## config.mk

```make
export PLATFORM = sky130hd
export DESIGN_NAME = async_fifo_rd_stream_flat
export DESIGN_NICKNAME = d
export VERILOG_FILES = /design/src/rtl/async_fifo_pkg.sv /design/src/rtl/async_fifo_rd_stream_if.sv /design/src/rtl/async_fifo_rd_skid.sv /design/src/rtl/async_fifo_rd_stream.sv /design/src/flat_wrapper.sv
export SDC_FILE = /design/constraint.sdc
export NUM_CORES = 1
export LEC_CHECK = 0
export BUFFER_PORTS_ARGS = -buffer_cell sky130_fd_sc_hd__buf_2
export CAP_MARGIN = 20
export CORE_MARGIN = 4
export CORE_UTILIZATION = 50
export CTS_CLUSTER_DIAMETER = 200
export DETAILED_ROUTE_END_ITERATION = 10
export PLACE_DENSITY = 0.81
export SYNTH_ARGS = -nofsm -noshare
export SYNTH_HDL_FRONTEND = slang
export SYNTH_HIERARCHICAL = 1
export SYNTH_SLANG_ARGS = --single-unit
```

## constraint.sdc

```tcl
create_clock -name rclk -period 2.6 [get_ports rclk]
set_input_delay 0.52 -clock rclk [delete_from_list [all_inputs] [get_ports rclk]]
set_output_delay 0.52 -clock rclk [all_outputs]
set_load 0.05 [all_outputs]
```

## src/rtl/async_fifo_pkg.sv

```systemverilog
// Shared constants and helpers for the asynchronous FIFO blocks (read and write side).
//
// Contents:
//   DefDataWidth / DefBufDepth / DefCntWidth : default parameter values
//   wrap_inc(ptr, depth)                     : pointer increment that wraps at depth
package async_fifo_pkg;

  localparam int unsigned DefDataWidth = 8;
  localparam int unsigned DefBufDepth  = 3;
  localparam int unsigned DefCntWidth  = 16;

  // Next value of a circular pointer; depth need not be a power of two.
  function automatic int unsigned wrap_inc(input int unsigned ptr, input int unsigned depth);
    return (ptr + 32'd1 >= depth) ? 32'd0 : ptr + 32'd1;
  endfunction

endpackage

```

## src/rtl/async_fifo_rd_stream_if.sv

```systemverilog
// Valid/ready stream bundle produced by the FIFO read-side drain engine.
//
// Signals:
//   m_valid : word available (driven by master)
//   m_ready : sink accepts   (driven by slave)
//   m_data  : stream word    (driven by master)
interface async_fifo_rd_stream_if #(
  parameter int unsigned DataWidth = async_fifo_pkg::DefDataWidth
);

  logic                 m_valid;
  logic                 m_ready;
  logic [DataWidth-1:0] m_data;

  modport master (output m_valid, output m_data, input m_ready);
  modport slave  (input m_valid, input m_data, output m_ready);

endinterface

```

## src/rtl/async_fifo_rd_skid.sv

```systemverilog
// Circular buffer of BufDepth words used to absorb the FIFO read latency and stream
// backpressure. The owner guarantees no push when full and no pop when empty.
//
// Ports:
//   clk_i, rst_ni : clock, asynchronous active-low reset (contents cleared to 0)
//   push_i        : write wdata_i at tail, advance tail
//   pop_i         : advance head
//   flush_i       : clear head/tail/count; overrides push and pop
//   wdata_i       : word to store
//   count_o       : occupancy 0..BufDepth
//   head_data_o   : word at head
module async_fifo_rd_skid
  import async_fifo_pkg::*;
#(
  parameter int unsigned DataWidth = DefDataWidth,
  parameter int unsigned BufDepth  = DefBufDepth,
  localparam int unsigned PtrWidth = $clog2(BufDepth),
  localparam int unsigned CntWidth = $clog2(BufDepth + 1)
) (
  input  logic                 clk_i,
  input  logic                 rst_ni,
  input  logic                 push_i,
  input  logic                 pop_i,
  input  logic                 flush_i,
  input  logic [DataWidth-1:0] wdata_i,
  output logic [CntWidth-1:0]  count_o,
  output logic [DataWidth-1:0] head_data_o
);

  logic [DataWidth-1:0] mem_q [BufDepth];
  logic [DataWidth-1:0] mem_d [BufDepth];
  logic [PtrWidth-1:0]  head_q, head_d;
  logic [PtrWidth-1:0]  tail_q, tail_d;
  logic [CntWidth-1:0]  cnt_q, cnt_d;

  always_comb begin
    mem_d  = mem_q;
    head_d = head_q;
    tail_d = tail_q;
    cnt_d  = cnt_q;
    if (flush_i) begin
      // Stored words stay in memory but become unreachable.
      head_d = '0;
      tail_d = '0;
      cnt_d  = '0;
    end else begin
      if (push_i) begin
        mem_d[tail_q] = wdata_i;
        tail_d        = PtrWidth'(wrap_inc(32'(tail_q), BufDepth));
      end
      if (pop_i) begin
        head_d = PtrWidth'(wrap_inc(32'(head_q), BufDepth));
      end
      case ({push_i, pop_i})
        2'b10:   cnt_d = cnt_q + CntWidth'(1);
        2'b01:   cnt_d = cnt_q - CntWidth'(1);
        default: cnt_d = cnt_q;
      endcase
    end
  end

  always_ff @(posedge clk_i or negedge rst_ni) begin
    if (!rst_ni) begin
      mem_q  <= '{default: '0};
      head_q <= '0;
      tail_q <= '0;
      cnt_q  <= '0;
    end else begin
      mem_q  <= mem_d;
      head_q <= head_d;
      tail_q <= tail_d;
      cnt_q  <= cnt_d;
    end
  end

  assign count_o     = cnt_q;
  assign head_data_o = mem_q[head_q];

endmodule

```

## src/rtl/async_fifo_rd_stream.sv

```systemverilog
// Read-side drain engine for the asynchronous FIFO (read clock domain only).
// Issues rinc whenever the FIFO is non-empty and the buffer has room for the word
// already in flight plus one more, captures rdata one cycle later, and presents the
// buffer head as a valid/ready stream. rinc never depends on m_ready.
//
// Ports:
//   rclk, rrst_n : read clock, asynchronous active-low reset
//   rempty       : FIFO empty flag (registered in the FIFO)
//   rdata        : FIFO read data, valid the cycle after rinc
//   rinc         : FIFO read strobe
//   flush        : synchronous discard of buffered and in-flight words
//   m_if         : stream output (m_valid/m_ready/m_data)
//   rd_count     : words delivered, wrapping
module async_fifo_rd_stream
  import async_fifo_pkg::*;
#(
  parameter int unsigned DATA_WIDTH = DefDataWidth,
  parameter int unsigned BUF_DEPTH  = DefBufDepth,
  parameter int unsigned CNT_WIDTH  = DefCntWidth
) (
  input  logic                       rclk,
  input  logic                       rrst_n,
  input  logic                       rempty,
  input  logic [DATA_WIDTH-1:0]      rdata,
  output logic                       rinc,
  input  logic                       flush,
  async_fifo_rd_stream_if.master     m_if,
  output logic [CNT_WIDTH-1:0]       rd_count
);

  localparam int unsigned BufCntWidth = $clog2(BUF_DEPTH + 1);

  logic                   inflight_q, inflight_d;
  logic [CNT_WIDTH-1:0]   rd_count_q, rd_count_d;
  logic [BufCntWidth-1:0] buf_cnt;
  logic [DATA_WIDTH-1:0]  head_data;
  logic [DATA_WIDTH-1:0]  m_data;
  logic                   m_valid;
  logic                   m_ready;
  logic                   room;
  logic                   capture;
  logic                   pop;

  assign m_ready = m_if.m_ready;

  always_comb begin
    // Reserve a slot for the word already in flight so the buffer cannot overflow.
    room       = (32'(buf_cnt) + 32'(inflight_q)) < BUF_DEPTH;
    rinc       = rrst_n && !rempty && !flush && room;
    inflight_d = rinc;
    capture    = inflight_q && !flush;
    m_valid    = (buf_cnt != '0) && !flush;
    m_data     = head_data;
    pop        = m_valid && m_ready;
    rd_count_d = rd_count_q + CNT_WIDTH'(pop);
  end

  always_ff @(posedge rclk or negedge rrst_n) begin
    if (!rrst_n) begin
      inflight_q <= 1'b0;
      rd_count_q <= '0;
    end else begin
      inflight_q <= inflight_d;
      rd_count_q <= rd_count_d;
    end
  end

  async_fifo_rd_skid #(
    .DataWidth (DATA_WIDTH),
    .BufDepth  (BUF_DEPTH)
  ) u_skid (
    .clk_i       (rclk),
    .rst_ni      (rrst_n),
    .push_i      (capture),
    .pop_i       (pop),
    .flush_i     (flush),
    .wdata_i     (rdata),
    .count_o     (buf_cnt),
    .head_data_o (head_data)
  );

  assign m_if.m_valid = m_valid;
  assign m_if.m_data  = m_data;
  assign rd_count     = rd_count_q;

endmodule
```

## src/flat_wrapper.sv

```systemverilog
// flat-port wrapper written by rule: the top's interface ports become plain ports
module async_fifo_rd_stream_flat import async_fifo_pkg::*;
#(
  parameter int unsigned DATA_WIDTH = DefDataWidth,
  parameter int unsigned BUF_DEPTH  = DefBufDepth,
  parameter int unsigned CNT_WIDTH  = DefCntWidth
)
  (rclk, rrst_n, rempty, rdata, rinc, flush, rd_count, m_if_m_valid, m_if_m_data, m_if_m_ready);
  async_fifo_rd_stream_if m_if_i ();
  input  logic rclk;
  input  logic rrst_n;
  input  logic rempty;
  input  logic [DATA_WIDTH-1:0] rdata;
  output logic rinc;
  input  logic flush;
  output logic [CNT_WIDTH-1:0] rd_count;
  output wire logic [$bits(m_if_i.m_valid)-1:0] m_if_m_valid;
  output wire logic [$bits(m_if_i.m_data)-1:0] m_if_m_data;
  input wire logic [$bits(m_if_i.m_ready)-1:0] m_if_m_ready;
  assign m_if_m_valid = m_if_i.m_valid;
  assign m_if_m_data = m_if_i.m_data;
  assign m_if_i.m_ready = m_if_m_ready;
  async_fifo_rd_stream #(.DATA_WIDTH(DATA_WIDTH), .BUF_DEPTH(BUF_DEPTH), .CNT_WIDTH(CNT_WIDTH)) u_core (.rclk(rclk), .rrst_n(rrst_n), .rempty(rempty), .rdata(rdata), .rinc(rinc), .flush(flush), .m_if(m_if_i), .rd_count(rd_count));
endmodule
```

==> flow_summary.toml, run 1 <==
[status]
outcome = "finished clean"

[route]
wl_per_cell_microns = 14.01
drc = 0
drt-vias-per-instance = 5.088
ant_nets = 0
drtIter0Drc = 63
drt_pass1_iterations = 4
route.vias.total = 1384
drt_wl_total_mm = 3.810

[finish]
nets = 238
design_area_sq_um = 2600
multiInputGateArea_sq_um = 972.2
antenna_cells = 0
post-route-util_pct = 63.63
regArea_sq_um = 1176
num-fill-cells = 328
drive_gt1_share_pct = 40.09
syn2layout_area_growth_pct = 20.18

[yosys]
netlist_top_cells_area = "dfrtp_1 (54%), mux2_2 (13%), mux2i_1 (4.2%)"
ys_async_sr_fraction_pct = 100.0
synth.most_common_cell = "dfrtp_1"
synth_top_area_cell = "dfrtp_1"
netlist_top_cells_count = "dfrtp_1 (47), mux2_2 (25), nand2_1 (15)"
synth_area_sq_um = 2163
syn_avg_cell_area_sq_um = 12.50
post-synth-top-area-fraction_pct = 54.37
synth_top_flop_cell = "dfrtp_1"
synth_seq_cells = 47
ys_seq_area_share_pct = 54.37
syn_inst = 173
synth_nets = 190
ys_warn_count = 6
ys_types = 31
synth_edf_count = 0

[timing]
finalWorstSetupSlack_ns = 0.1542
fin_crit_sh_pct = 94.07
fin_worst_skew_ns = 0.006324
fin_tns_setup_ns = 0
max_freq_mhz = 408.9
slew_headroom_pct = 61.42
hold_violations = 0
tightest_slew_ns = 0.5787
fin_crit_ns = 2.446
slew_viol_final = 0
rsz0062_at_grt = "false"
setup_viol = 0

[clock_tree]
cts_tree = "yes"
cts_sinks = 47
cts-root-buf = "clkbuf_8"
clockBufferDepth = 2
clkTransAtPathRegs_ns = 0.08
cts_htree_levels = 2
cts_buffers = 5
clk-insertion-delay-late_ns = 0.30

[min_path]
hold_path.class = "input port to asynchronous set/reset pin"

[critical_path]
reg2reg_depth = 10
cp-end-kind = "primary output"
cp.arrival_ns = 1.93
r2r_start = "u_core/u_skid/count_o[0]$_DFFE_PN0P_"
reg2reg_to = "u_core/rd_count[10]$_DFF_PN0_"
critPathLaunchType = "flop"
path_max_fanout = 5
rrSetupSlack_ns = 0.48
required_ns = 2.08
setup.worst_path.class = "flop to primary output"

[die]
io_pins = 39
core_area_sq_um = 4086
start_util_pct = 52.94
num_rows = 23
die_y_microns = 73.78
die_x_microns = 73.78
die-area_sq_um = 5443

[global_route]
grt_overflow = 0
grt_pass1_wl_mm = 6.644
grt_pass1_vias = 1418
grt_max_degree = 48
antenna_found_initial = 0
grtUsageTotal_pct = 16.37

[power]
powerDensity_nw_per_um2 = 718.1
vdd_ir_drop_max_mv = 0.5260
leakagePower_nw = 1.272

[placement]
place_area_sq_um = 2440
io_buffers = 38
gp_congestion = 0.7595
place.detailed.hpwl_mm = 2.738
dp_worst_setup_slack_ns = 0.2668

[run]
drv_cap = 0
## power breakdown
group          leakage, nW  total [mW]  internal [mW]  switching [mW]
sequential           0.637       0.846          0.794          0.0521
combinational        0.569       0.407          0.114           0.293
clock               0.0654       0.614          0.384           0.230
## metal layers
metal / global-route usage (%) / routed length, microns
met5: 0 / 0
met4: 6.841 / 63
met3: 4.925 / 207
met2: 25.39 / 1778
met1: 21.27 / 1760
## placed cells by master, fill, tap and decap left out, types with 2 or more instances in the layout
cell type | Yosys | routed
dfrtp_1 | 47 | 47
buf_2 | 1 | 37
mux2_2 | 25 | 25
nand2_1 | 15 | 15
nor2_1 | 13 | 12
xnor2_1 | 10 | 10
mux2i_1 | 9 | 9
o21ai_0 | 9 | 9
buf_4 | 1 | 7
xor2_1 | 6 | 6
clkbuf_8 | 0 | 5
nand3_1 | 5 | 5
ha_1 | 4 | 3
nor3b_1 | 3 | 3
bufinv_16 | 0 | 2
nand4_1 | 2 | 2
inv_1 | 2 | 2
nor2b_1 | 2 | 2
nor3b_4 | 2 | 2
a21oi_1 | 3 | 2
## logic make-up (layout without fill, tap and decap cells)
group / after synthesis / after routing / share of synthesized area [%]
buffers and inverters: 6 / 55 / 1.273
multiplexers: 34 / 34 / 17.18
flip-flops: 47 / 47 / 54.37
adder cells (fa/ha/maj): 4 / 4 / 2.314
AO/OA/AOI/OAI: 12 / 12 / 2.776
XOR/XNOR: 16 / 16 / 6.478
AND/OR/NAND/NOR: 54 / 54 / 15.62
## worst max-delay path, cell delays in order (launching register included)
cell and delay [ns]:
dfrtp_1 0.43, ha_2 0.20, ha_1 0.17, or4b_4 0.48, a21oi_2 0.16, buf_6 0.18
## worst max path at each step
stage | end | from | cells after the start
after floorplan | rinc | u_core/u_skid/count_o[0]$_DFFE_PN0P_ | 4
after global placement | rinc | u_core/u_skid/count_o[0]$_DFFE_PN0P_ | 5
after detailed placement | rinc | u_core/u_skid/count_o[0]$_DFFE_PN0P_ | 5
after CTS | rinc | u_core/u_skid/count_o[0]$_DFFE_PN0P_ | 5
after global routing | rinc | u_core/u_skid/count_o[0]$_DFFE_PN0P_ | 5
final | rinc | u_core/u_skid/count_o[0]$_DFFE_PN0P_ | 5
## repair_timing
action                     CTS  global route
setup buffers                0             2
resized for setup            2             2
hold buffers                 0             0
setup endpoints to repair    1             1
gates cloned                 0             0
pin swaps                    0             1
## layout make-up
cell class,count,share of cell area (%)
clock buffer,6,2.791
clock inverter,2,2.310
inverter,2,0.2887
multi-input combinational,120,37.39
sequential,47,45.24
tap,50,2.406
timing repair buffer,45,9.577
## sequential cells by signal, indices dropped and copies added, names as in the netlist
signal                 count
u_core/inflight_q          1
u_core/rd_count           16
u_core/u_skid/tail_q       2
u_core/u_skid/head_q       2
u_core/u_skid/count_o      2
u_core/u_skid/mem_q       24
## per-stage QoR
step / cells / hold WS [ns] / power, mW
after floorplan: 173 / 0.2244 / 1.154
after global placement: 262 / 0.4593 / 1.259
after detailed placement: 262 / 0.4661 / 1.268
after CTS: 270 / 0.3554 / 1.886
after global routing: 272 / 0.3924 / 1.958
final: 272 / 0.3436 / 1.867
No activity file was read; power rests on OpenSTA's default activity.
==> inputs of run 2 (changes only) <==
--- a/config.mk
+++ b/config.mk
@@ -7,11 +7,12 @@
 export LEC_CHECK = 0
 export BUFFER_PORTS_ARGS = -buffer_cell sky130_fd_sc_hd__buf_2
 export CAP_MARGIN = 20
-export CORE_MARGIN = 4
-export CORE_UTILIZATION = 50
+export CELL_PAD_IN_SITES_DETAIL_PLACEMENT = 1
+export CELL_PAD_IN_SITES_GLOBAL_PLACEMENT = 2
+export CORE_UTILIZATION = 39
 export CTS_CLUSTER_DIAMETER = 200
 export DETAILED_ROUTE_END_ITERATION = 10
-export PLACE_DENSITY = 0.81
+export PLACE_DENSITY = 0.91
 export SYNTH_ARGS = -nofsm -noshare
 export SYNTH_HDL_FRONTEND = slang
 export SYNTH_HIERARCHICAL = 1
==> run 2 against run 1 <==
- combinational power is 1% higher
- setup slack gained 0.017 ns
- final cell count increased by 7.4%
- sequential cell count is the same
- power decreased by 10%
- highest routed layer unchanged
- largest cell class unchanged
- non-clock buffer count unchanged
- clock skew rose by 0.0026 ns
- die area up 7.5%
- core utilization shrank 14 points
- first-iteration DRC count up 22%
- sequential power barely moved
- hold slack gained 0.019 ns
- critical endpoint unchanged
==> flow_summary.toml, run 2 (synthesis results as in run 1) <==
[clock_tree]
cts_htree_levels = 2
clk-insertion-delay-late_ns = 0.29
cts_tree = "yes"
cts_sinks = 47
clockBufferDepth = 2
cts-root-buf = "clkbuf_8"
cts_buffers = 5
hold_buffers = 0
clkTransAtPathRegs_ns = 0.09

[power]
clockPowerShare_pct = 25.0
powerDensity_nw_per_um2 = 649.4
p_switching_uw = 576.7
vdd_ir_drop_max_mv = 0.3649
pwr-share-seq_pct = 50.4
power.total_mw = 1.675
leakagePower_nw = 1.253
p_comb_share_pct = 24.6
swShare_pct = 34.43
internal-power_mw = 1.098

[placement]
io_buffers = 38
dp_cells = 282
place_area_sq_um = 2465
gp_congestion = 0.6807
place.detailed.hpwl_mm = 3.048

[finish]
final_cells = 292
largest_register_ffs = 24
drive_gt1_share_pct = 39.19
nets = 238
mostFrequentLayoutCells = "dfrtp_1 (47), buf_2 (37), mux2_2 (25), nand2_1 (15), nor2_1 (12)"
syn2layout_area_growth_pct = 19.20
design_area_sq_um = 2579
antenna_cells = 0
regMostFlops = "u_core/u_skid/mem_q"
final_common_cell = "dfrtp_1"

[critical_path]
reg2reg_to = "u_core/rd_count[10]$_DFF_PN0_"
critPathLaunchType = "flop"
cp-end-kind = "primary output"
path_delay_family = "simple AND/OR/NAND/NOR gates"
setup.worst_path.class = "flop to primary output"
rrSetupSlack_ns = 0.46
critPathBufInv = 1
cp.arrival_ns = 1.91
worst_path_largest_cell_delay_ns = 0.50
cp_cell_sequence = "ha_1 -> ha_1 -> or4b_4 -> a21oi_4 -> buf_6"
path_max_fanout = 2
r2r_start = "u_core/u_skid/count_o[0]$_DFFE_PN0P_"
crit_top_cell = "ha_1"
reg2reg_depth = 10
required_ns = 2.08
worst_path_max_delay_cell = "or4b_4"

[route]
drt_wl_total_mm = 4.336
wl_per_cell_microns = 14.85
drc = 0
route.vias.total = 1448
drtIter0Drc = 77
ant_nets = 0
drt-vias-per-instance = 4.959
drt_pass1_iterations = 4

[timing]
tightest_slew_ns = 0.5891
fin_crit_ns = 2.429
max_freq_mhz = 411.6
rsz0062_at_grt = "false"
setup_viol = 0
fin_crit_sh_pct = 93.43
slew_headroom_pct = 60.73
fin_worst_skew_ns = 0.008876
fin_tns_setup_ns = 0
hold_violations = 0
slew_viol_final = 0

[global_route]
grtUsageTotal_pct = 15.95
grt_max_degree = 48
grt_pass1_wl_mm = 7.500
grt_overflow = 0
antenna_found_initial = 0
grt_pass1_vias = 1539

[die]
io_pins = 39
die_y_microns = 76.48
die-area_sq_um = 5849
die_x_microns = 76.48
start_util_pct = 41.30
core_area_sq_um = 5238
num_rows = 26

[min_path]
hold_path.class = "input port to asynchronous set/reset pin"

[run]
drv_cap = 0

[status]
outcome = "finished clean"
[run 2: cell count changes in the layout (fill, tap and decap cells not counted)]
cell and change:
a21oi_4 +1, bufinv_16 -2, ha_1 +1, a21oi_2 -1
clkinv_2 +1, clkbuf_1 +1, ha_2 -1
[run 2: worst max-delay path by stage]
stage / startpoint / end / cells after the start
floorplan: u_core/u_skid/count_o[0]$_DFFE_PN0P_ / rinc / 4
global placement: u_core/u_skid/count_o[0]$_DFFE_PN0P_ / rinc / 5
detailed placement: u_core/u_skid/count_o[0]$_DFFE_PN0P_ / rinc / 5
CTS: u_core/inflight_q$_DFF_PN0_ / rinc / 5
global route: u_core/inflight_q$_DFF_PN0_ / rinc / 5
finish: u_core/inflight_q$_DFF_PN0_ / rinc / 5
[run 2: area by class of cell]
type / count / area (sq um)
Clock buffer: 7 / 76.32
Clock inverter: 1 / 5.005
Fill cell: 603 / 2659
Inverter: 2 / 7.507
Multi-Input combinational cell: 120 / 977.2
Sequential cell: 47 / 1176
Tap cell: 70 / 87.58
Timing Repair Buffer: 45 / 249.0
[run 2: what timing repair did]
item                                    4_1_cts  5_1_grt
hold endpoints to repair                      0        0
endpoints found under the setup margin        1        1
resized for setup                             2        2
buffers inserted                              1        1
[run 2: power groups by stage]
stage	combinational (mW)	sequential (mW)	clock (mW)
6_report	0.412	0.844	0.419
5_1_grt	0.440	0.855	0.461
4_1_cts	0.414	0.846	0.436
3_5_place_dp	0.409	0.863	0
3_3_place_gp	0.404	0.857	0
2_1_floorplan	0.218	0.936	0
[run 2: per-layer routing]
layer,vias up,GRT usage [%],wire length [microns]
met5,-,0,0
met4,0,3.462,15
met3,3,2.635,169
met2,33,27.39,2059
met1,722,21.08,2091
li1,690,-,-
[run 2: worst register-to-register path, stage by stage (launching register included)]
cell	delay, ns
dfrtp_1	0.37
buf_4	0.14
nor2_1	0.05
nor2_2	0.08
and2_1	0.25
ha_1	0.27
ha_1	0.22
nand2_1	0.08
nor2_1	0.25
nand4_1	0.16
xnor2_1	0.15
[run 2: metrics by stage]
step           setup slack (ns)  utilization, %  hold WS, ns
2_1_floorplan            0.2330               -       0.2244
3_3_place_gp             0.3094           47.06       0.4603
3_5_place_dp             0.2528           47.06       0.4694
4_1_cts                 0.05174           48.88       0.3817
5_1_grt                 0.09195           49.24       0.4155
6_report                 0.1707           49.24       0.3622
